==> src/rtl/mem_arbiter_if.sv <==
// mem_arbiter_if: CPU I/D ports and single-port memory bus.
// slave = arbiter side, master = CPU/memory side.
interface mem_arbiter_if;
  logic        i_req_i;
  logic [31:0] i_addr_i;
  logic        i_ack_o;
  logic [31:0] i_data_o;
  logic        i_err_o;
  logic        d_req_i;
  logic        d_we_i;
  logic [3:0]  d_sel_i;
  logic [31:0] d_addr_i;
  logic [31:0] d_wdata_i;
  logic        d_ack_o;
  logic [31:0] d_rdata_o;
  logic        d_err_o;
  logic        mem_ce_o;
  logic        mem_we_o;
  logic [3:0]  mem_sel_o;
  logic [31:0] mem_addr_o;
  logic [31:0] mem_wdata_o;
  logic [31:0] mem_rdata_i;
  logic        mem_ack_i;
  logic        stall_req_o;

  modport slave (
    input  i_req_i, i_addr_i,
    output i_ack_o, i_data_o, i_err_o,
    input  d_req_i, d_we_i, d_sel_i, d_addr_i, d_wdata_i,
    output d_ack_o, d_rdata_o, d_err_o,
    output mem_ce_o, mem_we_o, mem_sel_o, mem_addr_o, mem_wdata_o,
    input  mem_rdata_i, mem_ack_i,
    output stall_req_o
  );

  modport master (
    output i_req_i, i_addr_i,
    input  i_ack_o, i_data_o, i_err_o,
    output d_req_i, d_we_i, d_sel_i, d_addr_i, d_wdata_i,
    input  d_ack_o, d_rdata_o, d_err_o,
    input  mem_ce_o, mem_we_o, mem_sel_o, mem_addr_o, mem_wdata_o,
    output mem_rdata_i, mem_ack_i,
    input  stall_req_o
  );
endinterface

==> src/rtl/mem_arbiter.sv <==
// mem_arbiter: I/D port arbiter for one unified single-port memory.
// Define ARB_ROUND_ROBIN_EN for round-robin on contention (default D>I).
module mem_arbiter #(
  parameter int TIMEOUT = 16,
  parameter int CNT_W   = 5
) (
  input logic          clk,
  input logic          rst,
  mem_arbiter_if.slave bus
);

  typedef enum logic [1:0] {
    IDLE,
    BUSY_I,
    BUSY_D,
    DONE
  } state_t;

  localparam logic [CNT_W-1:0] CNT_LAST = CNT_W'(TIMEOUT - 1);

  state_t      state_q;
  logic [CNT_W-1:0] cnt_q;
  logic        i_ack_q;
  logic        i_err_q;
  logic [31:0] i_data_q;
  logic        d_ack_q;
  logic        d_err_q;
  logic [31:0] d_rdata_q;
  logic        ce_q;
  logic        we_q;
  logic [3:0]  sel_q;
  logic [31:0] addr_q;
  logic [31:0] wdata_q;
  logic        tmo;
  logic        grant_d;

  assign tmo = (TIMEOUT != 0) && (cnt_q == CNT_LAST);

`ifdef ARB_ROUND_ROBIN_EN
  logic last_d_q;
  assign grant_d = bus.d_req_i & (~bus.i_req_i | ~last_d_q);
`else
  assign grant_d = bus.d_req_i;
`endif

  assign bus.i_ack_o     = i_ack_q;
  assign bus.i_err_o     = i_err_q;
  assign bus.i_data_o    = i_data_q;
  assign bus.d_ack_o     = d_ack_q;
  assign bus.d_err_o     = d_err_q;
  assign bus.d_rdata_o   = d_rdata_q;
  assign bus.mem_ce_o    = ce_q;
  assign bus.mem_we_o    = we_q;
  assign bus.mem_sel_o   = sel_q;
  assign bus.mem_addr_o  = addr_q;
  assign bus.mem_wdata_o = wdata_q;

  // Stall while a request is pending and not yet acked; quiet in reset.
  assign bus.stall_req_o = rst &
    ((bus.i_req_i & ~i_ack_q) | (bus.d_req_i & ~d_ack_q));

  // Arbitration FSM with registered memory-side and completion outputs.
  always_ff @(posedge clk) begin
    if (!rst) begin
      state_q   <= IDLE;
      cnt_q     <= '0;
      i_ack_q   <= 1'b0;
      i_err_q   <= 1'b0;
      i_data_q  <= '0;
      d_ack_q   <= 1'b0;
      d_err_q   <= 1'b0;
      d_rdata_q <= '0;
      ce_q      <= 1'b0;
      we_q      <= 1'b0;
      sel_q     <= '0;
      addr_q    <= '0;
      wdata_q   <= '0;
`ifdef ARB_ROUND_ROBIN_EN
      last_d_q  <= 1'b1;
`endif
    end else begin
      unique case (state_q)
        IDLE: begin
          cnt_q <= '0;
          if (grant_d) begin
            state_q <= BUSY_D;
            ce_q    <= 1'b1;
            we_q    <= bus.d_we_i;
            sel_q   <= bus.d_sel_i;
            addr_q  <= bus.d_addr_i;
            wdata_q <= bus.d_wdata_i;
`ifdef ARB_ROUND_ROBIN_EN
            last_d_q <= 1'b1;
`endif
          end else if (bus.i_req_i) begin
            state_q <= BUSY_I;
            ce_q    <= 1'b1;
            we_q    <= 1'b0;
            sel_q   <= 4'b1111;
            addr_q  <= bus.i_addr_i;
            wdata_q <= '0;
`ifdef ARB_ROUND_ROBIN_EN
            last_d_q <= 1'b0;
`endif
          end
        end
        BUSY_I, BUSY_D: begin
          cnt_q <= cnt_q + 1'b1;
          if (bus.mem_ack_i || tmo) begin
            state_q <= DONE;
            ce_q    <= 1'b0;
            we_q    <= 1'b0;
            if (state_q == BUSY_I) begin
              i_ack_q  <= 1'b1;
              i_err_q  <= ~bus.mem_ack_i;
              i_data_q <= bus.mem_ack_i ? bus.mem_rdata_i : '0;
            end else begin
              d_ack_q   <= 1'b1;
              d_err_q   <= ~bus.mem_ack_i;
              d_rdata_q <= (bus.mem_ack_i && !we_q) ?
                           bus.mem_rdata_i : '0;
            end
          end
        end
        DONE: begin
          state_q   <= IDLE;
          cnt_q     <= '0;
          i_ack_q   <= 1'b0;
          i_err_q   <= 1'b0;
          i_data_q  <= '0;
          d_ack_q   <= 1'b0;
          d_err_q   <= 1'b0;
          d_rdata_q <= '0;
        end
        default: state_q <= IDLE;
      endcase
    end
  end

endmodule

==> src/flat_wrapper.sv <==
// flat-port wrapper written by rule: the top's interface ports become plain ports
module mem_arbiter_flat 
#(
  parameter int TIMEOUT = 16,
  parameter int CNT_W   = 5
)
  (clk, rst, bus_i_req_i, bus_i_addr_i, bus_i_ack_o, bus_i_data_o, bus_i_err_o, bus_d_req_i, bus_d_we_i, bus_d_sel_i, bus_d_addr_i, bus_d_wdata_i, bus_d_ack_o, bus_d_rdata_o, bus_d_err_o, bus_mem_ce_o, bus_mem_we_o, bus_mem_sel_o, bus_mem_addr_o, bus_mem_wdata_o, bus_mem_rdata_i, bus_mem_ack_i, bus_stall_req_o);
  mem_arbiter_if bus_i ();
  input logic clk;
  input logic rst;
  input wire logic [$bits(bus_i.i_req_i)-1:0] bus_i_req_i;
  input wire logic [$bits(bus_i.i_addr_i)-1:0] bus_i_addr_i;
  output wire logic [$bits(bus_i.i_ack_o)-1:0] bus_i_ack_o;
  output wire logic [$bits(bus_i.i_data_o)-1:0] bus_i_data_o;
  output wire logic [$bits(bus_i.i_err_o)-1:0] bus_i_err_o;
  input wire logic [$bits(bus_i.d_req_i)-1:0] bus_d_req_i;
  input wire logic [$bits(bus_i.d_we_i)-1:0] bus_d_we_i;
  input wire logic [$bits(bus_i.d_sel_i)-1:0] bus_d_sel_i;
  input wire logic [$bits(bus_i.d_addr_i)-1:0] bus_d_addr_i;
  input wire logic [$bits(bus_i.d_wdata_i)-1:0] bus_d_wdata_i;
  output wire logic [$bits(bus_i.d_ack_o)-1:0] bus_d_ack_o;
  output wire logic [$bits(bus_i.d_rdata_o)-1:0] bus_d_rdata_o;
  output wire logic [$bits(bus_i.d_err_o)-1:0] bus_d_err_o;
  output wire logic [$bits(bus_i.mem_ce_o)-1:0] bus_mem_ce_o;
  output wire logic [$bits(bus_i.mem_we_o)-1:0] bus_mem_we_o;
  output wire logic [$bits(bus_i.mem_sel_o)-1:0] bus_mem_sel_o;
  output wire logic [$bits(bus_i.mem_addr_o)-1:0] bus_mem_addr_o;
  output wire logic [$bits(bus_i.mem_wdata_o)-1:0] bus_mem_wdata_o;
  input wire logic [$bits(bus_i.mem_rdata_i)-1:0] bus_mem_rdata_i;
  input wire logic [$bits(bus_i.mem_ack_i)-1:0] bus_mem_ack_i;
  output wire logic [$bits(bus_i.stall_req_o)-1:0] bus_stall_req_o;
  assign bus_i.i_req_i = bus_i_req_i;
  assign bus_i.i_addr_i = bus_i_addr_i;
  assign bus_i_ack_o = bus_i.i_ack_o;
  assign bus_i_data_o = bus_i.i_data_o;
  assign bus_i_err_o = bus_i.i_err_o;
  assign bus_i.d_req_i = bus_d_req_i;
  assign bus_i.d_we_i = bus_d_we_i;
  assign bus_i.d_sel_i = bus_d_sel_i;
  assign bus_i.d_addr_i = bus_d_addr_i;
  assign bus_i.d_wdata_i = bus_d_wdata_i;
  assign bus_d_ack_o = bus_i.d_ack_o;
  assign bus_d_rdata_o = bus_i.d_rdata_o;
  assign bus_d_err_o = bus_i.d_err_o;
  assign bus_mem_ce_o = bus_i.mem_ce_o;
  assign bus_mem_we_o = bus_i.mem_we_o;
  assign bus_mem_sel_o = bus_i.mem_sel_o;
  assign bus_mem_addr_o = bus_i.mem_addr_o;
  assign bus_mem_wdata_o = bus_i.mem_wdata_o;
  assign bus_i.mem_rdata_i = bus_mem_rdata_i;
  assign bus_i.mem_ack_i = bus_mem_ack_i;
  assign bus_stall_req_o = bus_i.stall_req_o;
  mem_arbiter #(.TIMEOUT(TIMEOUT), .CNT_W(CNT_W)) u_core (.clk(clk), .rst(rst), .bus(bus_i));
endmodule
==> config.mk <==
export PLATFORM = sky130hd
export DESIGN_NAME = mem_arbiter_flat
export DESIGN_NICKNAME = d
export VERILOG_FILES = /design/src/rtl/mem_arbiter_if.sv /design/src/rtl/mem_arbiter.sv /design/src/flat_wrapper.sv
export SDC_FILE = /design/constraint.sdc
export NUM_CORES = 1
export LEC_CHECK = 0
export ABC_AREA = 1
export BUFFER_PORTS_ARGS = -buffer_cell sky130_fd_sc_hd__buf_2
export CAP_MARGIN = 5
export CORE_MARGIN = 2
export CORE_UTILIZATION = 52
export CTS_CLUSTER_SIZE = 12
export DETAILED_ROUTE_END_ITERATION = 6
export PLACE_DENSITY = 0.87
export SLEW_MARGIN = 10
export SYNTH_ARGS = -nofsm -noshare
export SYNTH_HDL_FRONTEND = slang
export SYNTH_SLANG_ARGS = --single-unit
==> constraint.sdc <==
create_clock -name clk -period 2.5 [get_ports clk]
set_clock_uncertainty 0.1 [all_clocks]
set_input_delay 0.25 -clock clk [delete_from_list [all_inputs] [get_ports clk]]
set_output_delay 0.25 -clock clk [all_outputs]
set_load 0.01 [all_outputs]
==> results of run 1 <==
[power by group]
group          internal, µW  total (µW)  switching [µW]
clock                  1410        2370             954
sequential             3110        3540             432
combinational          1780        4910            3130
total                  6300       10800            4510
[sequential cells by signal (all words and copies together), names as in the netlist, 2 cells and up]
register	flops
u_core.bus.d_rdata_o	32
u_core.bus.i_data_o	32
u_core.bus.mem_addr_o	32
u_core.bus.mem_wdata_o	32
u_core.cnt_q	5
u_core.bus.mem_sel_o	4
u_core.state_q	2
[metal layers]
layer,vias to the layer above,GRT usage (%),part of all wire (%)
li1,3514,-,-
met1,2964,32.6,40
met2,347,48.2,47
met3,70,8.00,8.6
met4,0,16.2,4.4
met5,-,0,0
[through the flow]
step | area, µm² | hold WS, ns | utilization [%] | setup slack, ns
2_1_floorplan | 6500 | 0.298 | - | 0.799
5_1_grt | 8780 | 0.0238 | 72.5 | 0.286
4_1_cts | 8780 | 0.000539 | 72.5 | 0.481
3_5_place_dp | 7900 | 0.345 | 65.2 | 0.490
6_report | 8780 | 0.00937 | 72.5 | 0.474
3_3_place_gp | 7900 | 0.329 | 65.2 | 0.577
[placed cells by master, fill, tap and decap left out, types with 2 or more instances in the layout]
master,instances
clkbuf_16,17
clkbuf_8,2
nand4_1,10
a21oi_1,62
o21ai_0,74
nand3_4,2
o21ai_1,15
buf_12,3
nor2_1,192
clkinvlp_4,3
buf_2,276
buf_4,10
inv_1,139
clkbuf_1,3
clkinv_2,5
dlygate4sd3_1,33
dfxtp_1,145
nand3_1,15
nand2_1,249
ha_1,6
[kinds of logic after synthesis]
logic type	count (synthesis)
simple gates	472
buf+inv	203
compound gates	153
flops	145
fa+ha+maj	6
[worst register-to-register path, delay by kind of cell, from the launching register on]
kind | cells | cell delay, ns
DFF | 1 | 0.35
adders and majority gates | 2 | 0.45
buffers and inverters | 1 | 0.26
and+or+nand+nor | 6 | 0.59
AOI/OAI and AO/OA | 1 | 0.17
[synth_stat cells, types with 3 or more instances]
| master | number | area share [%] |
|---|---|---|
| clkbuf_1 | 20 | 1.2 |
| buf_1 | 3 | 0.17 |
| nand4_1 | 10 | 0.96 |
| buf_6 | 6 | 1.0 |
| o21ai_0 | 74 | 5.7 |
| nand2_1 | 249 | 14 |
| ha_1 | 6 | 1.2 |
| buf_4 | 5 | 0.58 |
| inv_1 | 139 | 8.0 |
| dfxtp_1 | 145 | 45 |
| a21oi_1 | 62 | 4.8 |
| buf_2 | 25 | 1.9 |
| o21ai_1 | 16 | 1.2 |
| nand3_1 | 15 | 1.2 |
| nor2_1 | 192 | 11 |
[path summary, 6_finish.rpt]
kind	startpoint	cells past startpoint	endpoint
min	bus_d_sel_i[0]	3	u_core.bus.mem_sel_o[0]$_SDFFE_PN0P_
min reg2reg	u_core.cnt_q[0]$_SDFF_PP0_	1	u_core.cnt_q[0]$_SDFF_PP0_
max	u_core.cnt_q[0]$_SDFF_PP0_	10	u_core.bus.d_rdata_o[2]$_SDFFE_PN0P_
max reg2reg	u_core.cnt_q[0]$_SDFF_PP0_	10	u_core.bus.d_rdata_o[2]$_SDFFE_PN0P_
[area by class of cell]
| type | instances | area [µm²] | area share [%] |
|---|---|---|---|
| flip-flops and latches | 145 | 2900 | 33.1 |
| multi-input cells | 631 | 2740 | 31.1 |
| repair buffers | 322 | 1850 | 21.0 |
| inverters | 142 | 536 | 6.10 |
| clock buffers | 22 | 464 | 5.29 |
| well taps | 168 | 210 | 2.39 |
| clock inverters | 10 | 86.3 | 0.983 |
==> results.yml, run 1 <==
sta:
  fin_crit_sh_pct: 81.0
  rsz0062_at_grt: "no"
  timing.slew.headroom_pct: 46.0
  setup_tns_ns: 0
  worst_slew_pin_slew_ns: 0.809
  slew_violations: 0
  period_needed_ns: 2.03
  hold_violations: 0
  max_freq_mhz: 494
  setup_viol: 0
worst_setup_path:
  cp-end-kind: "flip-flop"
  cp_data_required_time_ns: 2.71
  worst_path_max_delay_cell: "dfxtp_1"
  cpPeakStageDelay_ns: 0.35
  crit_family: "simple AND/OR/NAND/NOR gates"
  rrSetupSlack_ns: 0.47
  worstPathCellList: "ha_1, nand2_1, nor2_1, ha_1, nor2_8, nand2_8, nand3_4, buf_12, a21oi_1, nor2_1"
  worstSetupPathType: "flip-flop to flip-flop"
  arrival_ns: 2.23
  crit_path_max_fanout: 49
  cp-start-kind: "flip-flop"
  crit_buf_inv: 1
die:
  initial_core_util_pct: 53.7
  die_h_um: 116
  die_area_um2: 13400
  placementRows: 40
  die_w_um: 116
  ios: 277
  core_area_um2: 12100
status:
  status: "complete, no violations"
power_and_ir_drop:
  p_per_area_nw_per_um2: 1230
  worst_ir_drop_vdd_v: 0.000531
  p_leak_uw: 0.00479
  power_uw: 10800
synthesis:
  avgSynthCellArea_um2: 6.64
  synth-compound-area-share_pct: 11.8
  async_flop_share_pct: 0
  synth_cells: 979
  yosys_register_bits: 145
  ys_dominant_reg_cell: "dfxtp_1"
  synth.area.mux_share_pct: 0
  synthXorXnorAreaFrac_pct: 0
  ys_types: 26
  yosysWarnings: 0
  synthesis.area_um2: 6500
  synth_edf_count: 0
  synth_top_family_by_area: "simple AND/OR/NAND/NOR gates"
  syn_nets: 1123
  synthAdderAreaFrac_pct: 1.16
  yosys.area_share.simple_pct: 28.9
  seq_area_frac_synth_pct: 44.7
layout:
  drive_gt1_share_pct: 25.6
  nNetsFinal: 1403
  area_delta_synth_final_pct: 35.1
  finalNonFillerCells: 1440
  antenna_cells: 0
  n_fill_cell: 950
clock_tree:
  cts_num_sinks: 145
  cts_resized: 0
  cts_setup_buffers: 0
  root_buffer: "clkbuf_16"
  cts_hold_buf: 33
  clk_path_buf_depth: 2
  cts_made_buffers: 17
  h-tree-depth: 4
  clock_latency_ns: 0.42
  cts_tree: "done"
  path_clk_slew_ns: 0.06
job:
  cap_violations: 0
grt:
  grt_pass1_vias: 6513
  grt_max_degree: 60
  grt_overflow_total: 0
  antenna_found_initial: 1
  grt_pass1_wl_mm: 30.1
  grt_usage_pct: 28.6
place:
  hpwlAfterDp_mm: 12.6
  gp_congestion: 0.849
  io_buffers: 276
  dp_cells: 1375
detailed_routing:
  first_pass_iters: 5
  drt_iter0_drc: 722
  avgViaCountPerCell: 4.79
  ant_nets: 0
  drc_errors: 0
  routed_wl_mm: 19.3
  via_count: 6895
  post_drt_wl_per_cell_um: 13.4
min_path:
  hold_class: "input pin to flip-flop"
Power figures use the tool's default switching activity.
==> run 2: changes to the inputs <==
- CORE_UTILIZATION: 52 -> 43
- PLACE_DENSITY: 0.87 -> 0.77
- clock period: 2.5 -> 1.7 ns (I/O delays scaled with it)
==> run 2 against run 1 <==
The run now ends with setup timing left. Worst hold slack improved by 0.0034 ns. Clock-buffer cell count decreased by 4. Via count increased by 3.2%. Design area increased by 8.8%. Combinational power increased by 86%. Sequential cell count unchanged. Register-to-register slack got worse by 0.60 ns. Largest cell class is now multi-input combinational cells. Highest routed layer unchanged. Non-clock buffer count increased by 41. Routed wire length increased by 4.8%. Fmax increased by 11%. Die area increased by 20%. Critical endpoint is now u_core.bus.d_rdata_o[3]$_SDFFE_PN0P_. Clock power increased by 56%.
==> results.yml, run 2 (synthesized netlist as in run 1, its figures left out) <==
min_path:
  min_path_cells: 5
  whs_endpoint: "u_core.bus.mem_addr_o[20]$_SDFFE_PN0P_"
  min_from: "bus_d_addr_i[20]"
  hold_class: "input pin to flip-flop"
clock_tree:
  h-tree-depth: 4
  cts_num_sinks: 145
  path_clk_slew_ns: 0.07
  cts_made_buffers: 17
  clock_latency_ns: 0.41
  cts_tree: "done"
  clk_path_buf_depth: 2
  root_buffer: "clkbuf_16"
job:
  cap_violations: 0
layout:
  area_delta_synth_final_pct: 47.1
  final_common_cell: "buf_2"
  final_cell_mix: "276 x buf_2, 232 x nand2_1, 190 x nor2_1, 143 x dfxtp_1, 137 x inv_1"
  drive_gt1_share_pct: 30.7
  nNetsFinal: 1444
  finalNonFillerCells: 1498
  final_util_pct: 65.3
power_and_ir_drop:
  power_frac_clock_pct: 20.5
  intPower_uw: 10500
  worst_ir_drop_vdd_v: 0.000885
  power_uw: 18000
  p_comb_share_pct: 50.8
  p_sw_share_pct: 41.4
  p_leak_uw: 0.00509
  power.switching_uw: 7450
  p_per_area_nw_per_um2: 1880
  seqPwrFrac_pct: 28.7
place:
  io_buffers: 276
  dp_cells: 1405
  gp_congestion: 0.842
  hpwlAfterDp_mm: 12.8
detailed_routing:
  routed_wl_mm: 20.3
  via_count: 7115
  post_drt_wl_per_cell_um: 13.5
  ant_nets: 0
  drt_iter0_drc: 513
  avgViaCountPerCell: 4.75
  drc_errors: 0
  first_pass_iters: 5
grt:
  grt_pass1_vias: 6544
  grt_pass1_wl_mm: 30.9
  grt_usage_pct: 23.8
  grt_max_degree: 66
  antenna_found_initial: 1
  grt-busiest-layer: "met2"
  grt_util_met2_pct: 38.9
  grtUsageMet3_pct: 7.68
  grt_use_met1_pct: 28.2
  grt_overflow_total: 0
sta:
  setup_tns_ns: -1.57
  worst_slew_pin_slew_ns: 0.451
  holdWs_ns: 0.0128
  slew_violations: 0
  worst_slack_ns: -0.130
  max_freq_mhz: 547
  rsz0062_at_grt: "yes"
  fin_crit_sh_pct: 108
  period_needed_ns: 1.83
  hold_violations: 0
  setup_viol: 36
  timing.slew.headroom_pct: 70.0
status:
  failed_checks: "setup timing"
  status: "finished with violations"
worst_setup_path:
  worstPathCellList: "ha_4, nand2_2, nor2_2, ha_2, nor2_8, nand2_8, nand3_4, buf_12, buf_12, nand2_1, nand2_1, nor2_1"
  cp-end-kind: "flip-flop"
  crit_buf_inv: 2
  cp_data_required_time_ns: 1.95
  cp-start-kind: "flip-flop"
  timing.rr.start: "u_core.cnt_q[1]$_SDFF_PP0_"
  worstSetupPathType: "flip-flop to flip-flop"
  arrival_ns: 2.08
  crit_path_max_fanout: 9
  worst_path_max_delay_cell: "dfxtp_2"
  critical_path.startpoint: "u_core.cnt_q[1]$_SDFF_PP0_"
  crit_family: "simple AND/OR/NAND/NOR gates"
  rrSetupSlack_ns: -0.13
  timing.rr.end: "u_core.bus.d_rdata_o[3]$_SDFFE_PN0P_"
  reg2reg_depth: 12
  cpPeakStageDelay_ns: 0.36
die:
  die_area_um2: 16100
  initial_core_util_pct: 44.4
  die_h_um: 127
  die_w_um: 127
  ios: 277
  placementRows: 44
  core_area_um2: 14600
==> run 2: what timing repair did <==
action,4_1_cts,5_1_grt
gates resized for setup,9,60
buffers inserted,0,3
pin swaps,1,24
hold buffers,50,0
gates cloned,0,7
endpoints found under the hold margin,49,0
setup endpoints to repair,41,76
==> run 2: worst max path at each step <==
stage / to / slack (ns) / depth (start not counted)
global route: u_core.bus.d_rdata_o[3]$_SDFFE_PN0P_ / -0.24 / 12
CTS: u_core.bus.d_rdata_o[15]$_SDFFE_PN0P_ / -0.03 / 11
finish: u_core.bus.d_rdata_o[3]$_SDFFE_PN0P_ / -0.13 / 12
detailed placement: u_core.bus.d_rdata_o[16]$_SDFFE_PN0P_ / -0.06 / 10
floorplan: u_core.bus.d_rdata_o[17]$_SDFFE_PN0P_ / 0.03 / 11
global placement: u_core.bus.d_rdata_o[7]$_SDFFE_PN0P_ / 0.004 / 10
==> run 2: metrics by stage <==
step | instance area [µm²] | setup WS [ns]
global placement | 8090 | 0.00441
floorplan | 6500 | 0.0262
detailed placement | 8090 | -0.0583
global route | 9560 | -0.240
CTS | 9180 | -0.0332
finish | 9560 | -0.130
==> run 2: area by class of cell <==
class	instances	area (µm²)
fill	1230	5090
sequential	145	2910
clock inverter	14	143
tap	184	230
timing repair buffer	363	2380
clock buffer	18	439
antenna	1	2.50
inverter	142	542
multi-input combinational	631	2920
==> run 2: routing by layer <==
metal | part of all wire, % | vias up
met2 | 48 | 295
met5 | 0 | -
li1 | - | 3605
met3 | 7.8 | 48
met4 | 3.2 | 0
met1 | 41 | 3167
==> run 2: power by group through the flow <==
stage | clock, µW | sequential, µW | combinational [µW]
2_1_floorplan | 0 | 5690 | 4610
3_3_place_gp | 0 | 5160 | 7520
3_5_place_dp | 0 | 5190 | 7650
4_1_cts | 3750 | 5130 | 7800
5_1_grt | 3910 | 5270 | 10100
6_report | 3690 | 5160 | 9120
==> run 2: worst min-delay path, stage by stage <==
cell     delay (ns)
buf_2          0.07
nand2_1        0.04
o21ai_0        0.07
o21ai_1        0.06
nor2_1         0.07
==> run 3: changes to the inputs <==
- CELL_PAD_IN_SITES_DETAIL_PLACEMENT: not set -> 1
- CELL_PAD_IN_SITES_GLOBAL_PLACEMENT: not set -> 1
- CORE_UTILIZATION: 43 -> 29
- CTS_CLUSTER_DIAMETER: not set -> 30
- RECOVER_POWER: not set -> 25
==> run 3 against run 2 <==
Power increased by 6.1%. Sequential power increased by 2%. Combinational power increased by 11%. The flow still finishes with violations (setup timing). Non-clock buffer count increased by 10. Die area increased by 47%. Clock power about the same. Largest cell class unchanged. Critical path type unchanged. Routed wire length increased by 27%.
==> results.yml, run 3 (synthesized netlist as in run 1, its figures left out) <==
sta:
  slew_violations: 0
  timing.slew.headroom_pct: 66.9
  period_needed_ns: 1.82
  hold_violations: 0
  worst_slew_pin_slew_ns: 0.495
  max_freq_mhz: 548
  fin_crit_sh_pct: 107
  worst_slack_ns: -0.123
  rsz0062_at_grt: "yes"
  setup_viol: 66
  holdWs_ns: 0.0118
clock_tree:
  root_buffer: "clkbuf_16"
  cts_made_buffers: 17
  cts_tree: "done"
  h-tree-depth: 4
  clk_path_buf_depth: 2
  clock_latency_ns: 0.42
  path_clk_slew_ns: 0.07
  cts_num_sinks: 145
worst_setup_path:
  worstSetupPathType: "flip-flop to flip-flop"
  rrSetupSlack_ns: -0.12
  arrival_ns: 2.08
  cp-end-kind: "flip-flop"
  cp_data_required_time_ns: 1.96
  cp-start-kind: "flip-flop"
  timing.rr.start: "u_core.cnt_q[1]$_SDFF_PP0_"
  crit_path_max_fanout: 7
  timing.rr.end: "u_core.bus.d_rdata_o[26]$_SDFFE_PN0P_"
  reg2reg_depth: 11
die:
  placementRows: 54
  initial_core_util_pct: 29.7
  die_w_um: 154
  die_area_um2: 23600
  core_area_um2: 21900
  die_h_um: 154
  ios: 277
detailed_routing:
  wl_met2_mm: 13.1
  drt-met1-wl_mm: 10.7
  met3_length_mm: 1.52
  drt_iter0_drc: 250
  first_pass_iters: 4
  routed_wl_mm: 25.7
  top_layer_used: "met5"
  via_count: 7306
  ant_nets: 0
  post_drt_wl_per_cell_um: 16.0
  avgViaCountPerCell: 4.55
  drc_errors: 0
power_and_ir_drop:
  power_uw: 19100
  p_per_area_nw_per_um2: 1920
  p_leak_uw: 0.00499
  worst_ir_drop_vdd_v: 0.000743
status:
  status: "finished with violations"
  failed_checks: "setup timing"
layout:
  nNetsFinal: 1457
  n_fill_cell: 2860
  finalNonFillerCells: 1607
  multi_input_area_um2: 3080
  final_cell_mix: "222 x buf_2, 214 x nand2_1, 185 x nor2_1, 143 x dfxtp_1, 131 x inv_1"
  area_delta_synth_final_pct: 52.4
  regArea_um2: 2910
  final_common_cell: "buf_2"
  drive_gt1_share_pct: 29.4
place:
  post-place-ws_ns: -0.0806
  io_buffers: 276
  hpwlAfterDp_mm: 16.0
  gp_congestion: 0.762
  dp_cells: 1502
grt:
  grt_pass1_vias: 7530
  grt_pass1_wl_mm: 38.1
  grt_overflow_total: 0
  grt_usage_pct: 20.1
  grt_max_degree: 76
  antenna_found_initial: 2
min_path:
  whs_endpoint: "u_core.bus.mem_addr_o[16]$_SDFFE_PN0P_"
  hold_class: "input pin to flip-flop"
  min_path_cells: 5
  min_from: "bus_d_addr_i[16]"
job:
  cap_violations: 0
[run 3: critical path, stage by stage (launching register included)]
cell,delay [ns]
dfxtp_2,0.36
ha_4,0.15
nand2_4,0.05
nor2_4,0.12
ha_4,0.17
nor2_8,0.04
nand2_8,0.09
nand3_4,0.19
buf_6,0.22
nand2_1,0.05
nand2_1,0.06
nor2_1,0.14
[run 3: layout make-up]
class / count / area share (%)
repair inverters: 1 / 0.0505
flip-flops and latches: 145 / 29.3
inverters: 142 / 5.47
well taps: 280 / 3.54
clock inverters: 10 / 1.02
multi-input cells: 633 / 31.1
repair buffers: 373 / 24.8
diodes: 1 / 0.0253
clock buffers: 22 / 4.69
[run 3: power breakdown]
part | total (µW) | leakage, µW | switching [µW] | internal [µW]
Clock | 3660 | 0.000279 | 1550 | 2110
Combinational | 10100 | 0.00352 | 6040 | 4100
Sequential | 5250 | 0.00120 | 677 | 4570
Total | 19000 | 0.00499 | 8260 | 10800
[run 3: how the worst max path moves through the flow]
stage                                          start                               endpoint  slack, ns  cells after the start
after global routing      u_core.cnt_q[1]$_SDFF_PP0_  u_core.bus.d_rdata_o[29]$_SDFFE_PN0P_      -0.23                     11
final                     u_core.cnt_q[1]$_SDFF_PP0_  u_core.bus.d_rdata_o[26]$_SDFFE_PN0P_      -0.12                     11
after detailed placement  u_core.cnt_q[0]$_SDFF_PP0_  u_core.bus.d_rdata_o[21]$_SDFFE_PN0P_      -0.08                     10
after floorplan           u_core.cnt_q[0]$_SDFF_PP0_  u_core.bus.d_rdata_o[17]$_SDFFE_PN0P_       0.03                     11
after global placement    u_core.cnt_q[0]$_SDFF_PP0_  u_core.bus.d_rdata_o[21]$_SDFFE_PN0P_      -0.03                     10
after CTS                 u_core.cnt_q[0]$_SDFF_PP0_   u_core.bus.d_rdata_o[5]$_SDFFE_PN0P_      -0.09                     10
[run 3: stage by stage]
step | util [%] | cell area (µm²) | TNS, ns
after floorplan | - | 6500 | 0
after global placement | 37.6 | 8230 | -0.0581
after detailed placement | 37.6 | 8230 | -2.50
after CTS | 42.9 | 9400 | -1.43
after global routing | 45.3 | 9910 | -11.04
final | 45.3 | 9910 | -3.83
[run 3: what timing repair did]
item,CTS,global route
endpoints found under the setup margin,71,74
pin swaps,1,33
endpoints found under the hold margin,54,0
resized for setup,26,93
setup buffers,3,2
gates cloned,0,14
hold buffers,54,0
[run 3: layer usage]
layer,vias to the layer above,global-route usage [%]
li1,3628,-
met1,3447,22.7
met2,200,36.5
met3,29,6.03
met4,2,5.55
met5,-,0
